`src/rtl/if_id_pkg.sv`:
```
// Shared constants for the IF/ID elastic stage.
package if_id_pkg;

    // RV32I canonical NOP: addi x0, x0, 0
    localparam logic [31:0] NOP_INSTR = 32'h0000_0013;

endpackage : if_id_pkg

```
`src/rtl/sat_counter.sv`:
```
// Saturating up-counter; sticks at all-ones until reset.
module sat_counter #(
    parameter int CNT_W = 16
) (
    input  logic             clk,
    input  logic             rstN,
    input  logic             inc,
    output logic [CNT_W-1:0] count
);

    always_ff @(posedge clk or negedge rstN) begin
        if (!rstN) begin
            count <= '0;
        end else if (inc && (count != '1)) begin
            count <= count + 1'b1;
        end
    end

endmodule : sat_counter

```
`src/rtl/if_id_elastic_stage.sv`:
```
// IF/ID stage register with valid/ready handshake and a main+skid buffer.
// Define IF_ID_ELASTIC_PERF_EN to add saturating stall/flush counters.
module if_id_elastic_stage
    import if_id_pkg::*;
#(
    parameter int                 PC_W      = 32,
    parameter int                 INSTR_W   = 32,
    parameter int                 SIDE_W    = 1,
    parameter logic [INSTR_W-1:0] NOP_INSTR = INSTR_W'(if_id_pkg::NOP_INSTR)
`ifdef IF_ID_ELASTIC_PERF_EN
    ,
    parameter int                 CNT_W     = 16
`endif
) (
    input  logic               clk,
    input  logic               rstN,
    input  logic               in_valid,
    output logic               in_ready,
    input  logic [PC_W-1:0]    in_pc,
    input  logic [INSTR_W-1:0] in_instr,
    input  logic [SIDE_W-1:0]  in_side,
    input  logic               flush,
    output logic               out_valid,
    input  logic               out_ready,
    output logic [PC_W-1:0]    out_pc,
    output logic [INSTR_W-1:0] out_instr,
    output logic [SIDE_W-1:0]  out_side
`ifdef IF_ID_ELASTIC_PERF_EN
    ,
    output logic [CNT_W-1:0]   stall_cnt,
    output logic [CNT_W-1:0]   flush_cnt
`endif
);

    typedef struct packed {
        logic [PC_W-1:0]    pc;
        logic [INSTR_W-1:0] instr;
        logic [SIDE_W-1:0]  side;
    } if_id_entry_t;

    if_id_entry_t main_q;
    if_id_entry_t skid_q;
    if_id_entry_t in_entry;
    logic         main_valid;
    logic         skid_valid;
    logic         accept;
    logic         pop;

    assign in_entry = '{pc: in_pc, instr: in_instr, side: in_side};

    // Ready depends only on registered state, so no out_ready -> in_ready path.
    assign in_ready = ~skid_valid;
    assign accept   = in_valid & in_ready;
    assign pop      = main_valid & out_ready;

    always_ff @(posedge clk or negedge rstN) begin
        if (!rstN) begin
            // NOTE: data registers are reset too; outputs are masked anyway, but every flop has a defined value.
            main_valid <= 1'b0;
            skid_valid <= 1'b0;
            main_q     <= '0;
            skid_q     <= '0;
        end else if (flush) begin
            main_valid <= 1'b0;
            skid_valid <= 1'b0;
        end else if (!main_valid) begin
            if (accept) begin
                // NOTE: non-blocking assignments keep every register update tied to the same edge.
                main_q     <= in_entry;
                main_valid <= 1'b1;
            end
        end else if (!skid_valid) begin
            if (accept && pop) begin
                main_q <= in_entry;
            end else if (accept) begin
                skid_q     <= in_entry;
                skid_valid <= 1'b1;
            end else if (pop) begin
                main_valid <= 1'b0;
            end
        end else if (pop) begin
            main_q     <= skid_q;
            skid_valid <= 1'b0;
        end
    end

    assign out_valid = main_valid;
    assign out_pc    = main_valid ? main_q.pc    : '0;
    assign out_instr = main_valid ? main_q.instr : NOP_INSTR;
    assign out_side  = main_valid ? main_q.side  : '0;

`ifdef IF_ID_ELASTIC_PERF_EN
    sat_counter #(.CNT_W(CNT_W)) u_stall_cnt (
        .clk   (clk),
        .rstN  (rstN),
        .inc   (main_valid & ~out_ready),
        .count (stall_cnt)
    );

    // Only flushes that actually kill something are counted.
    sat_counter #(.CNT_W(CNT_W)) u_flush_cnt (
        .clk   (clk),
        .rstN  (rstN),
        .inc   (flush & (main_valid | skid_valid)),
        .count (flush_cnt)
    );
`else
    // Counters absent: no extra ports, datapath identical.
`endif

endmodule : if_id_elastic_stage

```
`config.mk`:
```
export PLATFORM = sky130hd
export DESIGN_NAME = if_id_elastic_stage
export DESIGN_NICKNAME = d
export VERILOG_FILES = /design/src/rtl/if_id_pkg.sv /design/src/rtl/sat_counter.sv /design/src/rtl/if_id_elastic_stage.sv
export SDC_FILE = /design/constraint.sdc
export NUM_CORES = 1
export LEC_CHECK = 0
export CAP_MARGIN = 15
export CORE_MARGIN = 5
export CORE_UTILIZATION = 30
export DETAILED_ROUTE_END_ITERATION = 8
export GPL_TIMING_DRIVEN = 0
export SYNTH_ARGS = -nofsm -noshare
export SYNTH_HDL_FRONTEND = slang
export SYNTH_SLANG_ARGS = --single-unit
```
`constraint.sdc`:
```
create_clock -name clk -period 1.98 [get_ports clk]
set_input_delay 0.198 -clock clk [delete_from_list [all_inputs] [get_ports clk]]
set_output_delay 0.198 -clock clk [all_outputs]
set_load 0.01 [all_outputs]
```
* Yosys cells after proc, flatten, opt, wreduce, memory -nomap -nowiden
Cells that the tools add are included.
** Word-level totals
- Register bits :: 132
- Bits in latches :: 0
- RAM bits :: 0
- ROM bits :: 0
- Input port bits :: 70
- Output and inout port bits :: 67
- Word-level logic and storage cells :: 39
- Memories kept :: 0
** Cells by class
- Add/subtract/negate cells :: 0
- Multiply operators :: 0
- Div/mod/pow operators :: 0
- Order comparisons :: 0
- Eq/ne operators :: 2
- Shifts and indexed selects :: 0
- Multiplexer cells :: 19
- Bitwise gates (word level) :: 5
- Reductions and logical operators :: 5
** Operators with widths (count)
- two-way mux 65 bit :: 5
- two-way mux 32 bit :: 2
- two-way mux 1 bit :: 12
- AND reduction 5 bit :: 1
- AND reduction 4 bit :: 1
- nonzero test 2 bit :: 2
- != test 3 x 1 -> 1 bit, second input constant :: 1
- != test 3 x 2 -> 1 bit, second input constant :: 1
- inverter 1 bit :: 3
- bitwise AND 1 bit :: 2
- logical AND 1 bit :: 1

* Depth between registers and ports, before layout
Gate-level depths: netlist (run 1).
- Depth after elaboration :: 7
- Gate-level depth with buffers :: 5
- Gate-level depth less buffers :: 3

* Least setup slack after synthesis (run 1)
OpenSTA, ideal clock, no wires.
- Kind :: register to register
- From :: register main_valid, in the netlist out_valid
- To :: register main_q[29] (netlist bit)
- Library setup time :: 125 ps
- Arrival :: 1530 ps
- Path slack :: 325 ps
- Stages on the path, launching flop included :: 5
- Path buffers :: 1
- Period minus slack after synthesis :: 1655 ps
- Cell sequence :: dfrtp_1 > nand2_2 > clkbuf_1 > mux2_2 > mux2_2
** On the way
- Longest elaborated chain between the ends :: 4
- Elaborated cells on any way between the ends :: 7
- Those cells by class :: 2 x eq/ne; 1 x mux; 1 x bitwise; 3 x reduce/logical
** Ends and longest elaborated chain
- from (decl) :: line if_id_elastic_stage.sv:44 : logic main_valid;
- from (signal assigned) :: line if_id_elastic_stage.sv:59 : main_valid <= 1'b0;
- from (signal assigned) :: line if_id_elastic_stage.sv:64 : main_valid <= 1'b0;
- from (signal assigned) :: line if_id_elastic_stage.sv:70 : main_valid <= 1'b1;
- bitwise AND 1 bit :: line if_id_elastic_stage.sv:54 : assign pop = main_valid & out_ready;
- logical AND 1 bit :: line if_id_elastic_stage.sv:73 : if (accept && pop) begin
- != test 3 x 1 -> 1 bit (no source line)
- AND reduction 4 bit (no source line)
- to (signal assigned) :: line if_id_elastic_stage.sv:69 : main_q <= in_entry;
- to (signal assigned) :: line if_id_elastic_stage.sv:74 : main_q <= in_entry;
- to (signal assigned) :: line if_id_elastic_stage.sv:82 : main_q <= skid_q;
- to (decl) :: line if_id_elastic_stage.sv:41 : if_id_entry_t main_q;
Several ways; a longest one is shown, not always the timed one.
A chain may end at the register's enable or synchronous reset.

* Worst setup path after layout (run 1)
- From :: register main_valid, in the netlist out_valid
- To :: output out_instr[25]
** On the way
- Longest elaborated chain between the ends :: 1
** Ends and longest elaborated chain
- two-way mux 32 bit :: line if_id_elastic_stage.sv:89 : assign out_instr = main_valid ? main_q.instr : NOP_INSTR;
- to (decl) :: line if_id_elastic_stage.sv:26 : output logic [INSTR_W-1:0] out_instr,
Every way passes these cells.

==> results of run 1 <==
-- per-stage QoR --
stage	cells	utilization (%)	hold WS [ns]	setup WS, ns	instance area, sq um
finish	881	41.6	0.282	0.0827	8710
global route	881	41.6	0.313	0.00189	8710
CTS	878	41.4	0.289	0.0334	8680
detailed placement	842	38.7	0.162	-0.642	8110
global placement	841	38.6	0.482	-4.46	8080
floorplan	430	-	-0.0976	0.325	6380
-- cell type report --
cell class | count | share of cell area, %
clock buffers | 20 | 5.13
multi-input cells | 268 | 32.8
inverters | 2 | 0.0862
repair buffers | 146 | 16.0
flip-flops and latches | 132 | 38.0
plain buffers | 28 | 3.12
clock inverters | 10 | 0.992
well taps | 275 | 3.95
-- power groups by stage --
stage / logic [mW] / clock network, mW / registers, mW
after floorplan: 1.09 / 0 / 3.62
after global placement: 1.66 / 0 / 3.70
after detailed placement: 1.72 / 0 / 3.74
after CTS: 1.67 / 2.99 / 3.70
after global routing: 1.79 / 3.11 / 3.77
final: 1.64 / 2.88 / 3.70
-- worst paths after layout --
check                           start            end  cells past startpoint
setup / recovery            out_valid  out_instr[25]                      5
hold / removal                   rstN     main_q[37]                      2
setup reg to reg           skid_valid     main_q[12]                      5
hold reg to reg            main_q[38]     main_q[38]                      1
max in group asynchronous        rstN     skid_q[61]                      3
min in group clk             in_pc[9]     skid_q[42]                      2
-- worst max-delay path: stages (launching register included) --
cell	delay, ns
dfrtp_2	0.42
buf_4	0.14
clkbuf_8	0.14
clkbuf_8	0.16
and2_1	0.13
dlygate4sd2_1	0.29
-- kinds of logic after synthesis --
kind of cell           Yosys count  share of synthesized area (%)
DFF                            132                           51.8
buffers and inverters           30                           3.45
AOI/OAI and AO/OA                5                          0.588
and+or+nand+nor                 68                           6.81
muxes                          195                           37.4
-- repair_timing --
item / 4_1_cts / 5_1_grt
hold buffers: 1 / 0
gates resized for setup: 88 / 4
setup buffers: 5 / 3
endpoints found under the setup margin: 176 / 5
endpoints found under the hold margin: 48 / 0
-- synth_stat cells, drive strengths merged --
cell / n / area share [%]
a211oi: 1 / 0.12
a21oi: 2 / 0.16
a221oi: 1 / 0.24
and2: 62 / 6.1
buf: 20 / 2.9
clkbuf: 8 / 0.47
dfrtp: 132 / 52
inv: 2 / 0.12
mux2: 195 / 37
nand2: 1 / 0.098
nand2b: 4 / 0.39
nor4b: 1 / 0.24
o21ai: 1 / 0.078
-- state kept, by name (all words and copies together), names as in the netlist --
signal	cells
main_q	65
skid_valid	1
skid_q	65
out_valid	1
-- cell usage in the layout, fill, tap and decap left out, drive strengths merged, types with 2 or more instances in the layout --
| master | netlist | routed |
|---|---|---|
| clkdlybuf4s15 | 0 | 4 |
| dlygate4sd2 | 0 | 61 |
| clkinv | 0 | 6 |
| a21oi | 2 | 2 |
| nand2b | 4 | 4 |
| mux2 | 195 | 195 |
| dfrtp | 132 | 132 |
| inv | 2 | 2 |
| clkinvlp | 0 | 3 |
| clkbuf | 8 | 28 |
| clkdlybuf4s50 | 0 | 70 |
| and2 | 62 | 62 |
| buf | 20 | 30 |
-- metal layers --
metal / global-route usage (%) / part of all wire (%) / up-vias
met5: 0 / 0 / -
met4: 3.08 / 0.99 / 0
met3: 4.52 / 5.4 / 9
met2: 21.8 / 50 / 86
met1: 16.1 / 44 / 2034
li1: - / - / 1830
==> impl_metrics.json, run 1 <==
{
  "setup_viol_count_final": 0,
  "track_usage_pct": 13.0,
  "cp_max_fo": 10,
  "ys_seq_area_share_pct": 51.8,
  "initial_core_util_pct": 30.4,
  "hold_class": "in -> async",
  "numCtsBuffers": 17,
  "cp.required_ns": 1.78,
  "pwr-share-clk_pct": 35.0,
  "rows": 53,
  "port_buffers": 136,
  "dp_hpwl_mm": 10.5,
  "grt-ovfl-total": 0,
  "drtIter0Drc": 93,
  "clock_skew_ns": 0.00691,
  "swShare_pct": 24.7,
  "finalCritPeriodShare_pct": 95.8,
  "outcome": "complete, no violations",
  "p_seq_share_pct": 45.0,
  "cts_sinks": 132,
  "viasPerCell": 4.49,
  "fmax_mhz": 527,
  "netSwitchingPower_mw": 2.03,
  "grt_first_pass_wirelength_mm": 24.8,
  "io_pins": 137,
  "period_minus_slack_ns": 1.90,
  "area_growth_pct": 36.5,
  "dieArea_sq_mm": 0.0243,
  "max_slew_margin_pct": 67.4,
  "rsz0062_at_grt": "no",
  "clk_latency_ns": 0.41,
  "postSynthCellCount": 430,
  "intPower_mw": 6.18,
  "clockRootBuffer": "clkbuf_16",
  "via_count": 3959,
  "syn_area_per_cell_sq_um": 14.8,
  "worst_slew_pin_slew_ns": 0.489,
  "fp.dieW_microns": 156,
  "drv_cap": 0,
  "fillers": 1989,
  "clock_tree.buffer_depth": 2,
  "grt_max_degree": 85,
  "die_y_microns": 156,
  "drc_errors": 0,
  "slew_violations": 0,
  "first_pass_iters": 4,
  "gp_congestion": 0.723,
  "cts_tree": "built",
  "grt_pass1_vias": 4537,
  "core_area_sq_mm": 0.0210,
  "syn_area_sq_mm": 0.00638,
  "power_mw": 8.21,
  "fin_nets": 665,
  "htreeDepth": 4,
  "path_clk_slew_ns": 0.06,
  "wl_per_cell_microns": 17.4,
  "critPathKind": "reg -> out",
  "synthDistinctLibCells": 17,
  "powerDensity_mw_per_mm2": 943,
  "multi_input_area_sq_mm": 0.00286,
  "endpoint_kind": "output port",
  "n_antenna_cell": 0,
  "antenna_found_initial": 0,
  "reg2reg_slack_ns": 0.09,
  "hold_violations": 0,
  "yosys_warnings": 0,
  "start_kind": "register",
  "setup-tns-final_ns": 0,
  "crit_arrival_ns": 1.70,
  "syn_nets": 500,
  "routed_wl_mm": 15.3,
  "drive_gt1_share_pct": 42.1,
  "ant_nets": 0,
  "power_frac_comb_pct": 20.0,
  "peakVddDrop_mv": 0.497,
  "p_leak_nw": 3.97,
  "seqCellArea_sq_mm": 0.00330,
  "synth-seq-cells": 132
}
Note: power is estimated with default switching activity, not from simulation.
==> run 2: changes to the inputs <==
--- a/config.mk
+++ b/config.mk
@@ -7,9 +7,9 @@
 export LEC_CHECK = 0
 export CAP_MARGIN = 15
 export CORE_MARGIN = 5
-export CORE_UTILIZATION = 30
+export CORE_UTILIZATION = 41
 export DETAILED_ROUTE_END_ITERATION = 8
-export GPL_TIMING_DRIVEN = 0
+export PLACE_DENSITY = 0.67
 export SYNTH_ARGS = -nofsm -noshare
 export SYNTH_HDL_FRONTEND = slang
 export SYNTH_SLANG_ARGS = --single-unit
==> impl_metrics.json, run 2 (same netlist as run 1, synthesis figures left out) <==
{
  "outcome": "complete, no violations",
  "layout_commonest_cell": "mux2_2",
  "gp_congestion": 0.711,
  "core_area_sq_mm": 0.0153,
  "rsz0062_at_grt": "no",
  "drtIter0Drc": 144,
  "period_minus_slack_ns": 1.93,
  "setup_viol_count_final": 0,
  "rows": 45,
  "fmax_mhz": 519,
  "endpoint_kind": "output port",
  "top_regs": "main_q: 65 flops, skid_q: 65 flops",
  "clk_latency_ns": 0.41,
  "p_leak_nw": 4.56,
  "first_pass_iters": 4,
  "antenna_found_initial": 0,
  "critPathKind": "reg -> out",
  "final_cell_mix": "135 x mux2_2, 131 x dfrtp_1, 83 x clkdlybuf4s50_1, 62 x and2_1, 52 x dlymetal6s2s_1",
  "routed_wl_mm": 14.1,
  "cts_sinks": 132,
  "clock_skew_ns": 0.00805,
  "cp.required_ns": 1.78,
  "port_buffers": 136,
  "initial_core_util_pct": 41.8,
  "n_antenna_cell": 0,
  "finalCritPeriodShare_pct": 97.3,
  "worst_slew_pin_slew_ns": 0.758,
  "drv_cap": 0,
  "postLayoutCoreUtil_pct": 58.2,
  "dp_hpwl_mm": 9.20,
  "crit_arrival_ns": 1.73,
  "cts_tree": "built",
  "fin_nets": 654,
  "max_slew_margin_pct": 49.5,
  "wl_per_cell_microns": 17.4,
  "slew_violations": 0,
  "fp.dieW_microns": 135,
  "peakVddDrop_mv": 0.561,
  "via_count": 3885,
  "power_mw": 8.45,
  "hold_class": "in -> async",
  "clockRootBuffer": "clkbuf_16",
  "fillers": 1223,
  "numCtsBuffers": 17,
  "area_growth_pct": 39.3,
  "whs_ns": 0.404,
  "grt-ovfl-total": 0,
  "reg2reg_depth": 6,
  "viasPerCell": 4.81,
  "grt_pass1_vias": 4560,
  "grt_first_pass_wirelength_mm": 23.3,
  "clock_tree.buffer_depth": 2,
  "ant_nets": 0,
  "start_kind": "register",
  "path_clk_slew_ns": 0.05,
  "powerDensity_mw_per_mm2": 951,
  "io_pins": 137,
  "htreeDepth": 4,
  "track_usage_pct": 16.2,
  "drc_errors": 0,
  "dieArea_sq_mm": 0.0182,
  "die_y_microns": 135,
  "hold_violations": 0,
  "grt_max_degree": 133,
  "drive_gt1_share_pct": 41.2,
  "cp_max_fo": 20
}
-- run 2: cell types whose count changed in the layout (fill, tap and decap cells not counted), moves of 2 or more --
cell             previous run  this run
buf_6                      11         0
dlygate4sd2_1              61         0
clkdlybuf4s50_1            70        83
clkbuf_4                    2         0
buf_2                       2         0
clkdlybuf4s15_1             4         0
dlymetal6s2s_1              0        52
clkbuf_8                    6         3
buf_12                      0        10
-- run 2: critical path, cell delays in order, from the launching register on --
cell             delay, ns
dfrtp_2               0.40
buf_4                 0.14
buf_12                0.14
and2_1                0.15
clkdlybuf4s50_1       0.49
-- run 2: per-stage QoR --
step,setup WS (ns),instances,cell area [sq um],setup TNS [ns]
2_1_floorplan,0.325,430,6380,0
3_3_place_gp,-0.0140,770,8070,-0.146
3_5_place_dp,-0.0181,770,8070,-0.136
4_1_cts,-0.0257,804,8680,-0.152
5_1_grt,0.00350,808,8890,0
6_report,0.0530,808,8890,0
-- run 2: final cells by class --
type | count | area [sq um] | share of cell area, %
multi-input cells | 268 | 2880 | 32.4
well taps | 211 | 264 | 2.97
repair buffers | 163 | 1850 | 20.8
clock inverters | 10 | 105 | 1.18
flip-flops and latches | 132 | 3300 | 37.2
inverters | 2 | 7.51 | 0.0845
clock buffers | 22 | 474 | 5.34
-- run 2: worst paths after layout --
kind	startpoint	to	slack, ns
worst max-delay path	out_valid	out_pc[13]	0.05
worst min register to register	skid_q[62]	skid_q[62]	0.50
min in group clk	in_instr[30]	skid_q[31]	0.42
worst max register to register	out_valid	main_q[34]	0.10
worst min-delay path	rstN	main_q[36]	0.40
max in group asynchronous	rstN	out_valid	0.91
-- run 2: power by group --
part / switching [mW] / internal [mW]
registers: 0.321 / 3.37
logic: 0.556 / 1.15
clock network: 1.13 / 1.94
total: 2.00 / 6.45
-- run 2: what timing repair did --
action                                  in CTS  in global routing
pin swaps                                    0                  0
gates resized for setup                      2                 60
gates cloned                                 0                  1
hold buffers                                 1                  0
endpoints found under the setup margin      59                 58
endpoints found under the hold margin      132                  0
setup buffers                                1                  3
-- run 2: metal layers --
| metal | vias up | wire length, microns | part of all wire [%] | GRT usage [%] |
|---|---|---|---|---|
| li1 | 1814 | - | - | - |
| met3 | 11 | 605 | 4.3 | 5.10 |
| met4 | 0 | 196 | 1.4 | 5.37 |
| met5 | - | 0 | 0 | 0 |
| met1 | 1982 | 6090 | 43 | 19.7 |
| met2 | 78 | 7160 | 51 | 27.4 |
